==> config.mk <==
export PLATFORM = sky130hd
export DESIGN_NAME = encoder_mux_arbiter_flat
export DESIGN_NICKNAME = d
export VERILOG_FILES = /design/src/rtl/encoder_mux_arbiter_if.sv /design/src/rtl/encoder_mux_arbiter.sv /design/src/flat_wrapper.sv
export SDC_FILE = /design/constraint.sdc
export NUM_CORES = 1
export LEC_CHECK = 0
export ABC_CLOCK_PERIOD_IN_PS = 1900
export CELL_PAD_IN_SITES_DETAIL_PLACEMENT = 2
export CELL_PAD_IN_SITES_GLOBAL_PLACEMENT = 2
export CORE_MARGIN = 1
export CORE_UTILIZATION = 28
export DETAILED_ROUTE_END_ITERATION = 16
export PLACE_DENSITY_LB_ADDON = 0.1
export SYNTH_ARGS = -nofsm -noshare
export SYNTH_HDL_FRONTEND = slang
export SYNTH_SLANG_ARGS = --single-unit
==> constraint.sdc <==
create_clock -name clk -period 1.9 [get_ports clk]
set_input_delay 0.19 -clock clk [delete_from_list [all_inputs] [get_ports clk]]
set_output_delay 0.19 -clock clk [all_outputs]
set_load 0.03 [all_outputs]
==> src/rtl/encoder_mux_arbiter_if.sv <==
`default_nettype none
// ============================================================================
// Module   : encoder_mux_arbiter_if
// Brief    : Request/code bus between the front-panel encoders and the arbiter.
// Revision : 1.0 - initial release
// ============================================================================
interface encoder_mux_arbiter_if #(
  parameter int CODE_W = 4
);
  logic              req_a;
  logic [CODE_W-1:0] code_a;
  logic              req_b;
  logic [CODE_W-1:0] code_b;
  logic              seletor;
  logic              ack_a;
  logic              ack_b;
  logic [CODE_W-1:0] code_out;
  logic              code_valid;
  logic              busy;

  modport master (
    output req_a, code_a, req_b, code_b,
    input  seletor, ack_a, ack_b, code_out, code_valid, busy
  );

  modport slave (
    input  req_a, code_a, req_b, code_b,
    output seletor, ack_a, ack_b, code_out, code_valid, busy
  );
endinterface
`default_nettype wire

==> src/rtl/encoder_mux_arbiter.sv <==
`default_nettype none
// ============================================================================
// Module   : encoder_mux_arbiter
// Brief    : Round-robin arbiter sharing the 2:1 encoder mux; one registered
//            code per accepted press, grant held for a settle window.
// Revision : 1.0 - initial release
// ============================================================================
module encoder_mux_arbiter #(
  parameter int CODE_W      = 4,
  parameter int HOLD_CYCLES = 4
) (
  input  logic                 clk,
  input  logic                 rst_n,
  encoder_mux_arbiter_if.slave bus
);

  localparam int c_CNT_W = (HOLD_CYCLES > 0) ? $clog2(HOLD_CYCLES + 1) : 1;
  localparam logic [c_CNT_W-1:0] c_HOLD_INIT =
    (HOLD_CYCLES > 0) ? c_CNT_W'(HOLD_CYCLES - 1) : '0;
  localparam logic [c_CNT_W-1:0] c_CNT_ONE = c_CNT_W'(1);

  localparam logic [1:0] c_IDLE    = 2'd0;
  localparam logic [1:0] c_GRANT   = 2'd1;
  localparam logic [1:0] c_HOLD    = 2'd2;
  localparam logic [1:0] c_RELEASE = 2'd3;

  logic [1:0]         r_state;
  logic [c_CNT_W-1:0] r_cnt;
  logic               r_last_a;   // 1 = last grant went to A
  logic               r_sel;
  logic               r_ack_a;
  logic               r_ack_b;
  logic [CODE_W-1:0]  r_code;
  logic               r_valid;
  logic               r_busy;

  logic [1:0]         w_next_state;
  logic [c_CNT_W-1:0] w_next_cnt;
  logic               w_grant;
  logic               w_win_a;
  logic               w_gnt_req;

  assign w_grant   = (r_state == c_IDLE) && (bus.req_a || bus.req_b);
  // On a tie the source that did not win last time gets the grant.
  assign w_win_a   = bus.req_a && (!bus.req_b || !r_last_a);
  assign w_gnt_req = r_last_a ? bus.req_a : bus.req_b;

  always_comb begin
    w_next_state = r_state;
    w_next_cnt   = r_cnt;
    case (r_state)
      c_IDLE: begin
        if (w_grant) w_next_state = c_GRANT;
      end
      c_GRANT: begin
        if (HOLD_CYCLES == 0) begin
          w_next_state = c_RELEASE;
        end else begin
          w_next_state = c_HOLD;
          w_next_cnt   = c_HOLD_INIT;
        end
      end
      c_HOLD: begin
        if (r_cnt == '0) w_next_state = c_RELEASE;
        else             w_next_cnt   = r_cnt - c_CNT_ONE;
      end
      c_RELEASE: begin
        if (!w_gnt_req) w_next_state = c_IDLE;
      end
      default: w_next_state = c_IDLE;
    endcase
  end

  always_ff @(posedge clk or negedge rst_n) begin
    if (!rst_n) begin
      r_state  <= c_IDLE;
      r_cnt    <= '0;
      r_last_a <= 1'b0;
      r_sel    <= 1'b1;
      r_ack_a  <= 1'b0;
      r_ack_b  <= 1'b0;
      r_code   <= '0;
      r_valid  <= 1'b0;
      r_busy   <= 1'b0;
    end else begin
      r_state <= w_next_state;
      r_cnt   <= w_next_cnt;
      r_busy  <= (w_next_state != c_IDLE);
      r_ack_a <= w_grant && w_win_a;
      r_ack_b <= w_grant && !w_win_a;
      r_valid <= w_grant;
      if (w_grant) begin
        r_sel    <= w_win_a;
        r_last_a <= w_win_a;
        r_code   <= w_win_a ? bus.code_a : bus.code_b;
      end
    end
  end

  assign bus.seletor    = r_sel;
  assign bus.ack_a      = r_ack_a;
  assign bus.ack_b      = r_ack_b;
  assign bus.code_out   = r_code;
  assign bus.code_valid = r_valid;
  assign bus.busy       = r_busy;

endmodule
`default_nettype wire

==> src/flat_wrapper.sv <==
// flat-port wrapper written by rule: the top's interface ports become plain ports
module encoder_mux_arbiter_flat 
#(
  parameter int CODE_W      = 4,
  parameter int HOLD_CYCLES = 4
)
  (clk, rst_n, bus_req_a, bus_code_a, bus_req_b, bus_code_b, bus_seletor, bus_ack_a, bus_ack_b, bus_code_out, bus_code_valid, bus_busy);
  encoder_mux_arbiter_if #(.CODE_W(CODE_W)) bus_i ();
  input  logic clk;
  input  logic rst_n;
  input wire logic [$bits(bus_i.req_a)-1:0] bus_req_a;
  input wire logic [$bits(bus_i.code_a)-1:0] bus_code_a;
  input wire logic [$bits(bus_i.req_b)-1:0] bus_req_b;
  input wire logic [$bits(bus_i.code_b)-1:0] bus_code_b;
  output wire logic [$bits(bus_i.seletor)-1:0] bus_seletor;
  output wire logic [$bits(bus_i.ack_a)-1:0] bus_ack_a;
  output wire logic [$bits(bus_i.ack_b)-1:0] bus_ack_b;
  output wire logic [$bits(bus_i.code_out)-1:0] bus_code_out;
  output wire logic [$bits(bus_i.code_valid)-1:0] bus_code_valid;
  output wire logic [$bits(bus_i.busy)-1:0] bus_busy;
  assign bus_i.req_a = bus_req_a;
  assign bus_i.code_a = bus_code_a;
  assign bus_i.req_b = bus_req_b;
  assign bus_i.code_b = bus_code_b;
  assign bus_seletor = bus_i.seletor;
  assign bus_ack_a = bus_i.ack_a;
  assign bus_ack_b = bus_i.ack_b;
  assign bus_code_out = bus_i.code_out;
  assign bus_code_valid = bus_i.code_valid;
  assign bus_busy = bus_i.busy;
  encoder_mux_arbiter #(.CODE_W(CODE_W), .HOLD_CYCLES(HOLD_CYCLES)) u_core (.clk(clk), .rst_n(rst_n), .bus(bus_i));
endmodule
==> impl_metrics.env, run 1 <==
export IMPL_grt_max_degree=16
export IMPL_placed_cells=104
export IMPL_yosys_warnings=0
export IMPL_crit_type="reg2out"
export IMPL_wire_per_inst_um=14.9
export IMPL_critical_path_slowest_cell="clkdlybuf4s50_1"
export IMPL_post_cts_buffers=0
export IMPL_power_density_nw_per_um2=1580
export IMPL_max_stage_delay_ps=670
export IMPL_num_antenna_cells=0
export IMPL_yosysMostFrequentCell="dfrtp_1"
export IMPL_p_int_uw=880
export IMPL_layout_drive_gt1_share_pct=20.0
export IMPL_drt_first_pass_iters=2
export IMPL_synth_async_reset_ratio_pct=100
export IMPL_cts_tree="yes"
export IMPL_die_h_um=51.3
export IMPL_crit_chain="clkdlybuf4s50_1"
export IMPL_total_power_mw=1.48
export IMPL_synth_area_leader_cell="dfrtp_1"
export IMPL_critical_path_top_delay_family="buffers and inverters"
export IMPL_clockPowerShare_pct=12.5
export IMPL_clockBufferDepth=2
export IMPL_worst_pin_slew_ps=470
export IMPL_fp_row_count=17
export IMPL_r2r_end="u_core.r_cnt[1]"
export IMPL_max_cap_violations=0
export IMPL_wl_um=1610
export IMPL_vias_per_cell=4.76
export IMPL_h_tree_depth=1
export IMPL_synth_cells=57
export IMPL_ios=21
export IMPL_synth_nets=71
export IMPL_clock_sinks=15
export IMPL_nets=95
export IMPL_place_congestion=0.734
export IMPL_multiInputGateArea_um2=267
export IMPL_register_area_um2=377
export IMPL_finalSetupViolCount=0
export IMPL_rsz0062_at_grt="false"
export IMPL_ys_seq_area_share_pct=55.3
export IMPL_netlist_top_cells_count="dfrtp_1, inv_1, a21oi_1, a221o_1, and3_2"
export IMPL_io_buffers=20
export IMPL_p_leak_nw=0.431
export IMPL_ys_ff_latch=15
export IMPL_path_buf_inv=1
export IMPL_grt_ovfl_total=0
export IMPL_cp_max_fo=2
export IMPL_clk_latency_ps=280
export IMPL_fill_cells=265
export IMPL_endpoint_kind="output port"
export IMPL_dp_hpwl_um=1200
export IMPL_timing_final_crit_share_pct=88.1
export IMPL_syn_area_um2=681
export IMPL_synth_area_leaders="dfrtp_1, a221o_1, and3_2"
export IMPL_reg2regPathDepth=5
export IMPL_fin_crit_ps=1670
export IMPL_numCtsBuffers=3
export IMPL_combPwrFrac_pct=47.9
export IMPL_area_delta_synth_final_pct=36.9
export IMPL_synth_cell_type_count=24
export IMPL_cts_hold_buffers=0
export IMPL_reg2reg_slack_ps=380
export IMPL_dieArea_um2=2630
export IMPL_regToRegStartpoint="u_core.r_cnt[0]"
export IMPL_synth_main_ff_cell="dfrtp_1"
export IMPL_drcViolationCount=0
export IMPL_hold_viol=0
export IMPL_fin_tns_setup_ps=0
export IMPL_slew_viol_final=0
export IMPL_instances_no_fill=108
export IMPL_ir_drop_mv=0.635
export IMPL_grtUsageTotal_pct=15.0
export IMPL_drt_initial_drc_count=2
export IMPL_finalClockSkew_ps=7.05
export IMPL_cts_resized=0
export IMPL_switching_share_pct=40.4
export IMPL_cts_root_buffer_cell="clkbuf_4"
export IMPL_antenna_found_initial=0
export IMPL_p_sw_uw=596
export IMPL_ant_nets=0
export IMPL_avgSynthCellArea_um2=11.9
export IMPL_required_ps=1710
export IMPL_slew_headroom_pct=68.4
export IMPL_grt_pass1_wl_um=2830
export IMPL_holdWs_ps=204
export IMPL_coreArea_um2=2250
export IMPL_vias=514
export IMPL_grt_pass1_vias=588
export IMPL_synthDominantCellAreaShare_pct=51.5
export IMPL_synth_edf_count=0
export IMPL_dieWidth_um=51.3
export IMPL_path_clk_slew_ps=100
export IMPL_fmax_ghz=0.597
export IMPL_status="complete, no violations"
export IMPL_seqPwrFrac_pct=39.6
export IMPL_hold_path_class="in2async"
export IMPL_cp_arrival_ps=1480
export IMPL_cp_start_kind="flop"
export IMPL_initial_core_util_pct=30.2
==> worst max path at each step <==
| stage | from | cells past startpoint | slack (ps) | to |
|---|---|---|---|---|
| 2_1_floorplan | u_core.r_cnt[0] | 5 | 580 | u_core.r_cnt[0] |
| 3_3_place_gp | bus_req_b | 4 | 370 | u_core.bus.code_out[3] |
| 3_5_place_dp | u_core.r_cnt[0] | 5 | 330 | u_core.r_cnt[2] |
| 4_1_cts | u_core.bus.seletor | 1 | 210 | bus_seletor |
| 5_1_grt | u_core.r_cnt[0] | 5 | 130 | u_core.r_state[0] |
| 6_report | u_core.bus.seletor | 1 | 230 | bus_seletor |
==> through the flow <==
stage          util [%]  setup WS, ps  instance area, um2
2_1_floorplan         -           582                 681
3_3_place_gp       40.1           374                 905
3_5_place_dp       40.1           328                 905
4_1_cts            41.3           209                 932
5_1_grt            41.3           130                 932
6_report           41.3           225                 932
==> cells by family after synthesis <==
family | synth area share (%)
AOI/OAI and AO/OA | 18.9
muxes | 2.94
and+or+nand+nor | 13.6
adders and majority gates | 3.68
buffers and inverters | 5.52
DFF | 55.3
==> power groups by stage <==
stage	registers, mW	logic, mW	clock network, mW
6_report	0.584	0.707	0.185
5_1_grt	0.609	0.781	0.205
4_1_cts	0.587	0.719	0.195
3_5_place_dp	0.590	0.715	0
3_3_place_gp	0.583	0.700	0
2_1_floorplan	0.686	0.355	0
==> routing by layer <==
metal  global-route usage [%]  share of wire, %  vias to the layer above
li1                         -                 -                      250
met2                     23.9                46                       16
met4                     5.41              0.74                        0
met1                     19.2                50                      246
met3                     4.46               3.6                        2
met5                        0                 0                        -
==> final cells by class <==
type                            count  share of cell area (%)
Sequential cell                    15                    40.4
Multi-Input combinational cell     35                    28.6
Timing Repair Buffer               21                    22.3
Tap cell                           28                    3.76
Clock buffer                        3                    2.42
Inverter                            5                    2.01
Clock inverter                      1                   0.537
==> sequential cells by signal, summed over array words and instances, names as in the netlist <==
name / count
u_core.bus.busy: 1
u_core.bus.code_out: 4
u_core.r_last_a: 1
u_core.bus.ack_a: 1
u_core.bus.seletor: 1
u_core.bus.code_valid: 1
u_core.bus.ack_b: 1
u_core.r_state: 2
u_core.r_cnt: 3
==> cells in the final DEF, fill, tap and decap left out, drive strengths merged <==
cell,instances
clkdlybuf4s50,20
dfrtp,14
inv,5
and3,5
a21oi,4
a221o,4
nor2,4
clkbuf,3
mux2i,2
and2,2
a21o,2
o22a,2
ha,2
o21ai,2
nor4,1
a21boi,1
nand2b,1
o22ai,1
a31oi,1
nor2b,1
clkinv,1
buf,1
dfstp,1
No activity file was read; power rests on OpenSTA's default activity.
==> run 2: changes to the inputs <==
--- a/config.mk
+++ b/config.mk
@@ -5,12 +5,13 @@
 export SDC_FILE = /design/constraint.sdc
 export NUM_CORES = 1
 export LEC_CHECK = 0
-export ABC_CLOCK_PERIOD_IN_PS = 1900
+export ABC_CLOCK_PERIOD_IN_PS = 1600
 export CELL_PAD_IN_SITES_DETAIL_PLACEMENT = 2
 export CELL_PAD_IN_SITES_GLOBAL_PLACEMENT = 2
-export CORE_MARGIN = 1
+export CORE_MARGIN = 2
 export CORE_UTILIZATION = 28
 export DETAILED_ROUTE_END_ITERATION = 16
+export GPL_TIMING_DRIVEN = 1
 export PLACE_DENSITY_LB_ADDON = 0.1
 export SYNTH_ARGS = -nofsm -noshare
 export SYNTH_HDL_FRONTEND = slang
==> constraint.sdc (replaced) <==
create_clock -name clk -period 1.6 [get_ports clk]
set_input_delay 0.16 -clock clk [delete_from_list [all_inputs] [get_ports clk]]
set_output_delay 0.16 -clock clk [all_outputs]
set_load 0.03 [all_outputs]
==> run 2 against run 1 <==
Compared with the run above:
- setup slack got worse by 120 ps
- non-clock buffer count up 3
- sequential power rose by 15%
- utilization rose by 0.94 points
- hold slack got worse by 21 ps
- largest cell class unchanged
- first-iteration DRC count increased by 50%
- critical path type unchanged
- final area up 2.3%
- count of clock-buffer cells in the layout unchanged
- flip-flop and latch count unchanged
==> impl_metrics.env, run 2 (same netlist as run 1, synthesis figures left out) <==
export IMPL_ios=21
export IMPL_ant_nets=0
export IMPL_cp_start_kind="flop"
export IMPL_drt_initial_drc_count=3
export IMPL_critical_path_slowest_cell="clkdlybuf4s50_1"
export IMPL_required_ps=1440
export IMPL_reg2regPathDepth=6
export IMPL_nets=98
export IMPL_path_clk_slew_ps=90
export IMPL_dp_hpwl_um=1210
export IMPL_post_place_ws_ps=101
export IMPL_combPwrFrac_pct=50.0
export IMPL_dieArea_um2=2840
export IMPL_area_delta_synth_final_pct=40.1
export IMPL_place_congestion=0.689
export IMPL_numCtsBuffers=3
export IMPL_endpoint_kind="output port"
export IMPL_slew_viol_final=0
export IMPL_crit_path_end="bus_code_out[0]"
export IMPL_clock_sinks=15
export IMPL_switching_share_pct=39.0
export IMPL_grt_max_degree=16
export IMPL_layout_drive_gt1_share_pct=22.9
export IMPL_antenna_found_initial=0
export IMPL_grt_pass1_vias=546
export IMPL_holdWs_ps=183
export IMPL_finalSetupViolCount=0
export IMPL_wl_um=1530
export IMPL_setup_worst_path_start="u_core.bus.code_out[0]"
export IMPL_vias_per_cell=4.73
export IMPL_timing_final_crit_share_pct=93.7
export IMPL_status="complete, no violations"
export IMPL_cts_resized=1
export IMPL_hold_path_class="in2async"
export IMPL_clockPowerShare_pct=12.1
export IMPL_layout_commonest_cell="clkdlybuf4s50_1"
export IMPL_r2r_end="u_core.r_cnt[2]"
export IMPL_dieWidth_um=53.3
export IMPL_grt_ovfl_total=0
export IMPL_drt_first_pass_iters=2
export IMPL_initial_core_util_pct=30.2
export IMPL_clk_latency_ps=280
export IMPL_cp_max_fo=2
export IMPL_fin_tns_setup_ps=0
export IMPL_clockBufferDepth=2
export IMPL_coreArea_um2=2250
export IMPL_path_depth=1
export IMPL_max_cap_violations=0
export IMPL_vias=525
export IMPL_die_h_um=53.3
export IMPL_fp_row_count=17
export IMPL_hold_viol=0
export IMPL_largest_reg_flops=4
export IMPL_worst_pin_slew_ps=375
export IMPL_ir_drop_mv=0.879
export IMPL_h_tree_depth=1
export IMPL_rsz0062_at_grt="false"
export IMPL_setup_ws_ps=101
export IMPL_drcViolationCount=0
export IMPL_grtUsageTotal_pct=12.8
export IMPL_crit_chain="clkdlybuf4s50_1"
export IMPL_finalClockSkew_ps=1.92
export IMPL_grt_pass1_wl_um=2480
export IMPL_num_antenna_cells=0
export IMPL_cp_arrival_ps=1340
export IMPL_cts_hold_buffers=0
export IMPL_cts_tree="yes"
export IMPL_p_leak_nw=0.447
export IMPL_path_buf_inv=1
export IMPL_reg2reg_slack_ps=160
export IMPL_fin_crit_ps=1500
export IMPL_post_cts_buffers=0
export IMPL_critical_path_top_delay_family="buffers and inverters"
export IMPL_wire_per_inst_um=13.8
export IMPL_p_int_mw=1.08
export IMPL_cts_root_buffer_cell="clkbuf_4"
export IMPL_fmax_ghz=0.667
export IMPL_p_sw_uw=691
export IMPL_regToRegStartpoint="u_core.r_cnt[0]"
export IMPL_total_power_mw=1.77
export IMPL_seqPwrFrac_pct=37.9
export IMPL_io_buffers=20
export IMPL_slew_headroom_pct=75.0
export IMPL_final_cell_mix="clkdlybuf4s50_1, dfrtp_1, inv_1"
export IMPL_crit_type="reg2out"
export IMPL_max_stage_delay_ps=680
export IMPL_power_density_nw_per_um2=1860
[run 2: worst min-delay path by stage]
stage / slack [ps] / cells after the start / end
3_5_place_dp: 500 / 2 / u_core.bus.code_out[3]
5_1_grt: 170 / 2 / u_core.bus.code_out[3]
2_1_floorplan: -140 / 0 / u_core.bus.ack_a
6_report: 180 / 2 / u_core.bus.code_out[3]
3_3_place_gp: 500 / 2 / u_core.bus.code_out[3]
4_1_cts: 180 / 2 / u_core.bus.code_out[3]
[run 2: per-layer routing]
layer | GRT usage [%] | share of wire, %
met4 | 6.41 | 0.78
met5 | 0 | 0
met3 | 3.95 | 4.5
met1 | 16.3 | 47
met2 | 19.3 | 47
[run 2: cell type report]
class | count | area [um2]
clock inverter | 1 | 5.00
sequential | 15 | 377
multi-input combinational | 35 | 267
timing repair buffer | 24 | 229
fill | 259 | 1300
tap | 28 | 35.0
clock buffer | 3 | 22.5
inverter | 5 | 18.8
[run 2: metrics by stage]
step           util [%]  std cells  instance area [um2]
2_1_floorplan         -         57                  681
3_3_place_gp       41.1        107                  927
3_5_place_dp       41.1        107                  927
4_1_cts            42.3        111                  953
5_1_grt            42.3        111                  953
6_report           42.3        111                  953
[run 2: power by group through the flow]
stage                     logic, mW  registers [mW]  clock network (mW)
after global placement        0.896           0.677                   0
after detailed placement      0.915           0.684                   0
after floorplan               0.421           0.815                   0
after CTS                     0.911           0.677               0.229
final                         0.887           0.672               0.215
after global routing          0.979           0.700               0.245
==> patch 1: new RTL, settings of run 2 <==
`CODE_W` is set to 4 in 3 places; all go to 6.
--- a/src/rtl/encoder_mux_arbiter_if.sv
+++ b/src/rtl/encoder_mux_arbiter_if.sv
@@ -5,7 +5,7 @@
 // Revision : 1.0 - initial release
 // ============================================================================
 interface encoder_mux_arbiter_if #(
-  parameter int CODE_W = 4
+  parameter int CODE_W = 6
 );
   logic              req_a;
   logic [CODE_W-1:0] code_a;
--- a/src/rtl/encoder_mux_arbiter.sv
+++ b/src/rtl/encoder_mux_arbiter.sv
@@ -6,7 +6,7 @@
 // Revision : 1.0 - initial release
 // ============================================================================
 module encoder_mux_arbiter #(
-  parameter int CODE_W      = 4,
+  parameter int CODE_W      = 6,
   parameter int HOLD_CYCLES = 4
 ) (
   input  logic                 clk,
--- a/src/flat_wrapper.sv
+++ b/src/flat_wrapper.sv
@@ -1,7 +1,7 @@
 // flat-port wrapper written by rule: the top's interface ports become plain ports
 module encoder_mux_arbiter_flat 
 #(
-  parameter int CODE_W      = 4,
+  parameter int CODE_W      = 6,
   parameter int HOLD_CYCLES = 4
 )
   (clk, rst_n, bus_req_a, bus_code_a, bus_req_b, bus_code_b, bus_seletor, bus_ack_a, bus_ack_b, bus_code_out, bus_code_valid, bus_busy);
Ports: changed (resized bus_code_a, bus_code_b and bus_code_out); port bits go from 21 to 27. The function was not compared with the original's and may differ.
==> patch 1 against run 2 <==
  * Setup slack improved by 0.011 ns
  * Maximum frequency rose by 0.71%
  * Final area rose by 15%
  * Synthesized area rose by 13%
  * Total power rose by 14%
  * Sequential cell count rose by 2
  * Cell count rose by 12%
  * Routed wire length rose by 24%
  * Largest power group unchanged
  * Highest routed layer unchanged
==> patch 1: results (changes against run 2) <==
| Metric | Value |
|---|---|
| Compound-gate portion of the synthesized area | 20.29% (was 18.93%) |
| Dominant cells by area after synthesis | dfrtp_1, a221o_1, and3_2, dfstp_2, a21oi_1 (was dfrtp_1, a221o_1, and3_2, dfstp_2, ha_1) |
| Portion of netlist area occupied by mux cells | 1.299% (was 2.941%) |
| Maximum number of pins on one net before global-route repair | 18 (was 16) |
| Wire length of the first global-routing pass | 3318 um (was 2477 um) |
| Arithmetic-cell share of the synthesized area counting full adders, half adders and majority gates | 3.247% (was 3.676%) |
| Leakage power | 0.5056 nW (was 0.4467 nW) |
| 1st-iter DRT viols | 6 (was 3) |
| Result of the run | finished, final reports clean (unchanged) |
| Number of buffers inserted by port buffering | 26 (was 20) |
| Detail Route met2 WL | 996 um (was 725 um) |
| Wire length the detailed router placed on met1 | 821 um (was 722 um) |
| Filler instances | 291 (was 259) |
| H-tree depth | 1 (unchanged) |
| Length of routed met3 wiring | 67 um (was 69 um) |
| Total routing resource utilization after global routing | 13.61% (was 12.82%) |
| Via count of the first global-routing pass | 716 (was 546) |
| Maximum buffer depth of the clock tree | 2 (unchanged) |
| Placed wire-length estimate | 1414 um (was 1210 um) |
| Flip-flop count of the largest register after layout | 6 (was 4) |
| Synthesized Nets | 80 (was 71) |
| Switching power | 804.8 uW (was 691.1 uW) |
| Count of different cell masters after synthesis | 23 (was 24) |
| Count of inserted antenna diode cells | 0 (unchanged) |
| Max_slew headroom | 69.21% (was 74.98%) |
| RePlAce Congestion | 0.6908 (was 0.6886) |
| Net count reported at finish | 112 (was 98) |
| Final clock skew | 0.003504 ns (was 0.001917 ns) |
| Synth cell count leaders | dfrtp_1, a221o_1, and3_2 (was dfrtp_1, inv_1, a21oi_1, a221o_1, and3_2) |
| Peak ir drop on the vdd network | 0.9104 mV (was 0.8793 mV) |
| Fraction of final layout cells sized beyond drive strength 1 | 23.66% (was 22.89%) |
patch 1: cell count changes in the layout (fill, tap and decap cells not counted), sizes merged:
cell,before,now
a2bb2oi,0,1
mux2i,2,1
buf,4,3
a21oi,4,5
nor2,4,3
and3,5,7
dfrtp,14,16
a31oi,1,0
clkdlybuf4s50,19,25
a221o,4,6
patch 1: path summary, 6_finish.rpt:
path	slack (ns)	startpoint	end
worst min register to register	0.52	u_core.bus.seletor	u_core.bus.seletor
min in group clk	0.49	bus_code_b[1]	u_core.bus.code_out[1]
worst max-delay path	0.11	u_core.bus.code_out[2]	bus_code_out[2]
worst min-delay path	0.19	rst_n	u_core.bus.code_out[0]
max in group asynchronous	1.15	rst_n	u_core.bus.seletor
worst max register to register	0.13	u_core.r_cnt[0]	u_core.r_cnt[0]
patch 1: cells by family after synthesis:
logic type                 count (synthesis)
DFF                                       17
AOI/OAI and AO/OA                         20
and+or+nand+nor                           15
adders and majority gates                  2
muxes                                      1
buffers and inverters                      7
patch 1: layer usage:
metal  track usage [%]  vias up
met3             2.995        2
met2             22.26       13
met1             17.49      312
met5                 0        -
met4             5.102        0
li1                  -      291
patch 1: metrics by stage:
step                worst slack, ns  instances  power [mW]  cell area, sq um
floorplan                    0.2865         62       1.418             770.7
global placement            0.04988        120       1.783              1070
detailed placement         0.002925        120       1.827              1070
CTS                         0.02767        124       2.068              1096
global route                0.02846        124       2.192              1096
finish                       0.1113        124       2.019              1096
patch 1: what timing repair did:
action | 4_1_cts | 5_1_grt
resized for setup | 1 | 1
cloned | 0 | 0
hold buffers | 0 | 0
endpoints found under the setup margin | 1 | 4
patch 1: power by group through the flow:
stage | sequential, mW | clock (mW) | combinational (mW)
2_1_floorplan | 0.948 | 0 | 0.470
3_3_place_gp | 0.731 | 0 | 1.05
3_5_place_dp | 0.745 | 0 | 1.08
4_1_cts | 0.737 | 0.252 | 1.08
5_1_grt | 0.758 | 0.282 | 1.15
6_report | 0.732 | 0.229 | 1.06
patch 1: layout make-up:
cell class / count / share of cell area, %
flip-flops and latches: 17 / 38.93
multi-input cells: 38 / 27.63
repair buffers: 29 / 25.68
well taps: 31 / 3.539
clock buffers: 3 / 2.055
inverters: 5 / 1.712
clock inverters: 1 / 0.4566
==> patch 2: new RTL, config.mk and constraints of run 2 <==
Made on the original files. Make the reset (`rst_n`) synchronous in one clocked block.
--- a/src/rtl/encoder_mux_arbiter.sv
+++ b/src/rtl/encoder_mux_arbiter.sv
@@ -71,7 +71,7 @@
     endcase
   end
 
-  always_ff @(posedge clk or negedge rst_n) begin
+  always_ff @(posedge clk) begin
     if (!rst_n) begin
       r_state  <= c_IDLE;
       r_cnt    <= '0;
Formal check against the unedited RTL: differs if rst_n is asserted again (counterexample within 4 cycles, from zero or initial values and one cycle with rst_n low); with rst_n held inactive, the same outputs for 10 cycles.
==> patch 2 against run 2 <==
  * Sequential cell count is the same
  * Count of clock-buffer cells in the layout rose by 1
  * Setup slack better by 0.022 ns
  * Final area up 4.3%
  * Synthesized cell count up 46%
  * Core utilization is 2.5 points lower
  * Highest routed layer unchanged
  * First-iteration DRC count is 67% higher
  * Global-route usage grew 0.66 points
  * Synthesized area up 8.6%
  * Critical endpoint is now bus_code_out[3]
  * Die area increased by 8.0%
  * Routed wire length grew 31%
  * Register-to-register slack lost 0.03 ns
Power is not compared: it rests on default switching activity, and its combinational part moved more than twofold at a synthesized area within 25%.
==> patch 2: results (changes against run 2) <==
| Metric | Value |
|---|---|
| Met3 GRT Util | 3.044% (was 3.955%) |
| Maximum number of pins on one net before global-route repair | 14 (was 16) |
| Synthesized Nets | 97 (was 71) |
| Via count of the first global-routing pass | 691 (was 546) |
| Max_slew headroom | 67.69% (was 74.98%) |
| Total routing resource utilization after global routing | 13.48% (was 12.82%) |
| GR met1 Demand/Resource | 16.36% (was 16.34%) |
| Result of the run | finished, final reports clean (unchanged) |
| Time the final worst path needs with I/O delays and setup | 1.477 ns (was 1.499 ns) |
| Launching instance or port of the critical path | u_core.bus.code_out[3] (was u_core.bus.code_out[0]) |
| Final wirelength | 2005 um (was 1531 um) |
| Syn Area/Cell | 8.909 sq um (was 11.94 sq um) |
| Register-to-register setup slack | 0.13 ns (was 0.16 ns) |
| Length of routed met3 wiring | 59 um (was 69 um) |
| Net count reported at finish | 121 (was 98) |
| Wire length of the first global-routing pass | 3284 um (was 2477 um) |
| Placed wire-length estimate | 1512 um (was 1210 um) |
| Area used by multi-input combinational logic | 354.1 sq um (was 266.5 sq um) |
| # clk buffers | 4 (was 3) |
| RePlAce Congestion | 0.7154 (was 0.6886) |
| Worst hold-check slack | 0.4571 ns (was 0.1827 ns) |
| Class of the most critical hold timing path | in2reg (was in2async) |
| Global routing met2 resource utilization | 23.30% (was 19.34%) |
| Placed standard-cell area | 967.2 sq um (was 927.1 sq um) |
| Sequential element share of the synthesized area | 40.61% (was 55.33%) |
| Share of synthesized registers carrying an async set or reset | 0% (was 100.0%) |
| Combined flip-flop and latch cell area | 301.5 sq um (was 376.6 sq um) |
| Wire length the detailed router placed on met1 | 940 um (was 722 um) |
| Iteration count of the initial detailed-routing pass | 3 (was 2) |
| Filler instances | 282 (was 259) |
| Count of different cell masters after synthesis | 34 (was 24) |
| 1st-iter DRT viols | 5 (was 3) |
| Dominant cells by area after synthesis | dfxtp_1, inv_1, o211ai_1, o221ai_1, ha_1 (was dfrtp_1, a221o_1, and3_2, dfstp_2, ha_1) |
| Signal buffers share of area | 23.14% (was 24.02%) |
| Fraction of final layout cells sized beyond drive strength 1 | 13.21% (was 22.89%) |
| Critical Path Sink | bus_code_out[3] (was bus_code_out[0]) |
| Setup Slack @ Placement | 0.07385 ns (was 0.1009 ns) |
-- patch 2: cell types whose count changed after synthesis, sizes merged, moves of 4 or more --
cell    change
dfxtp      +15
dfrtp      -14
inv         +7
and3        -5
a221o       -4
nand4       +4
o211ai      +4
-- patch 2: cell families (layout without fill, tap and decap cells) --
| group | Yosys count | in the layout | synth area share, % |
|---|---|---|---|
| buffers and inverters | 17 | 40 | 11.51 |
| flip-flops | 15 | 15 | 40.61 |
| adder cells (fa/ha/maj) | 2 | 2 | 3.384 |
| AO/OA/AOI/OAI | 23 | 23 | 23.86 |
| AND/OR/NAND/NOR | 26 | 26 | 20.64 |
-- patch 2: power by group through the flow --
stage                     Sequential, mW  Combinational (mW)  Clock, mW
after floorplan                    0.514               0.203          0
after global placement             0.487               0.333          0
after detailed placement           0.489               0.345          0
after CTS                          0.481               0.348      0.243
after global routing               0.493               0.371      0.258
final                              0.481               0.340      0.232
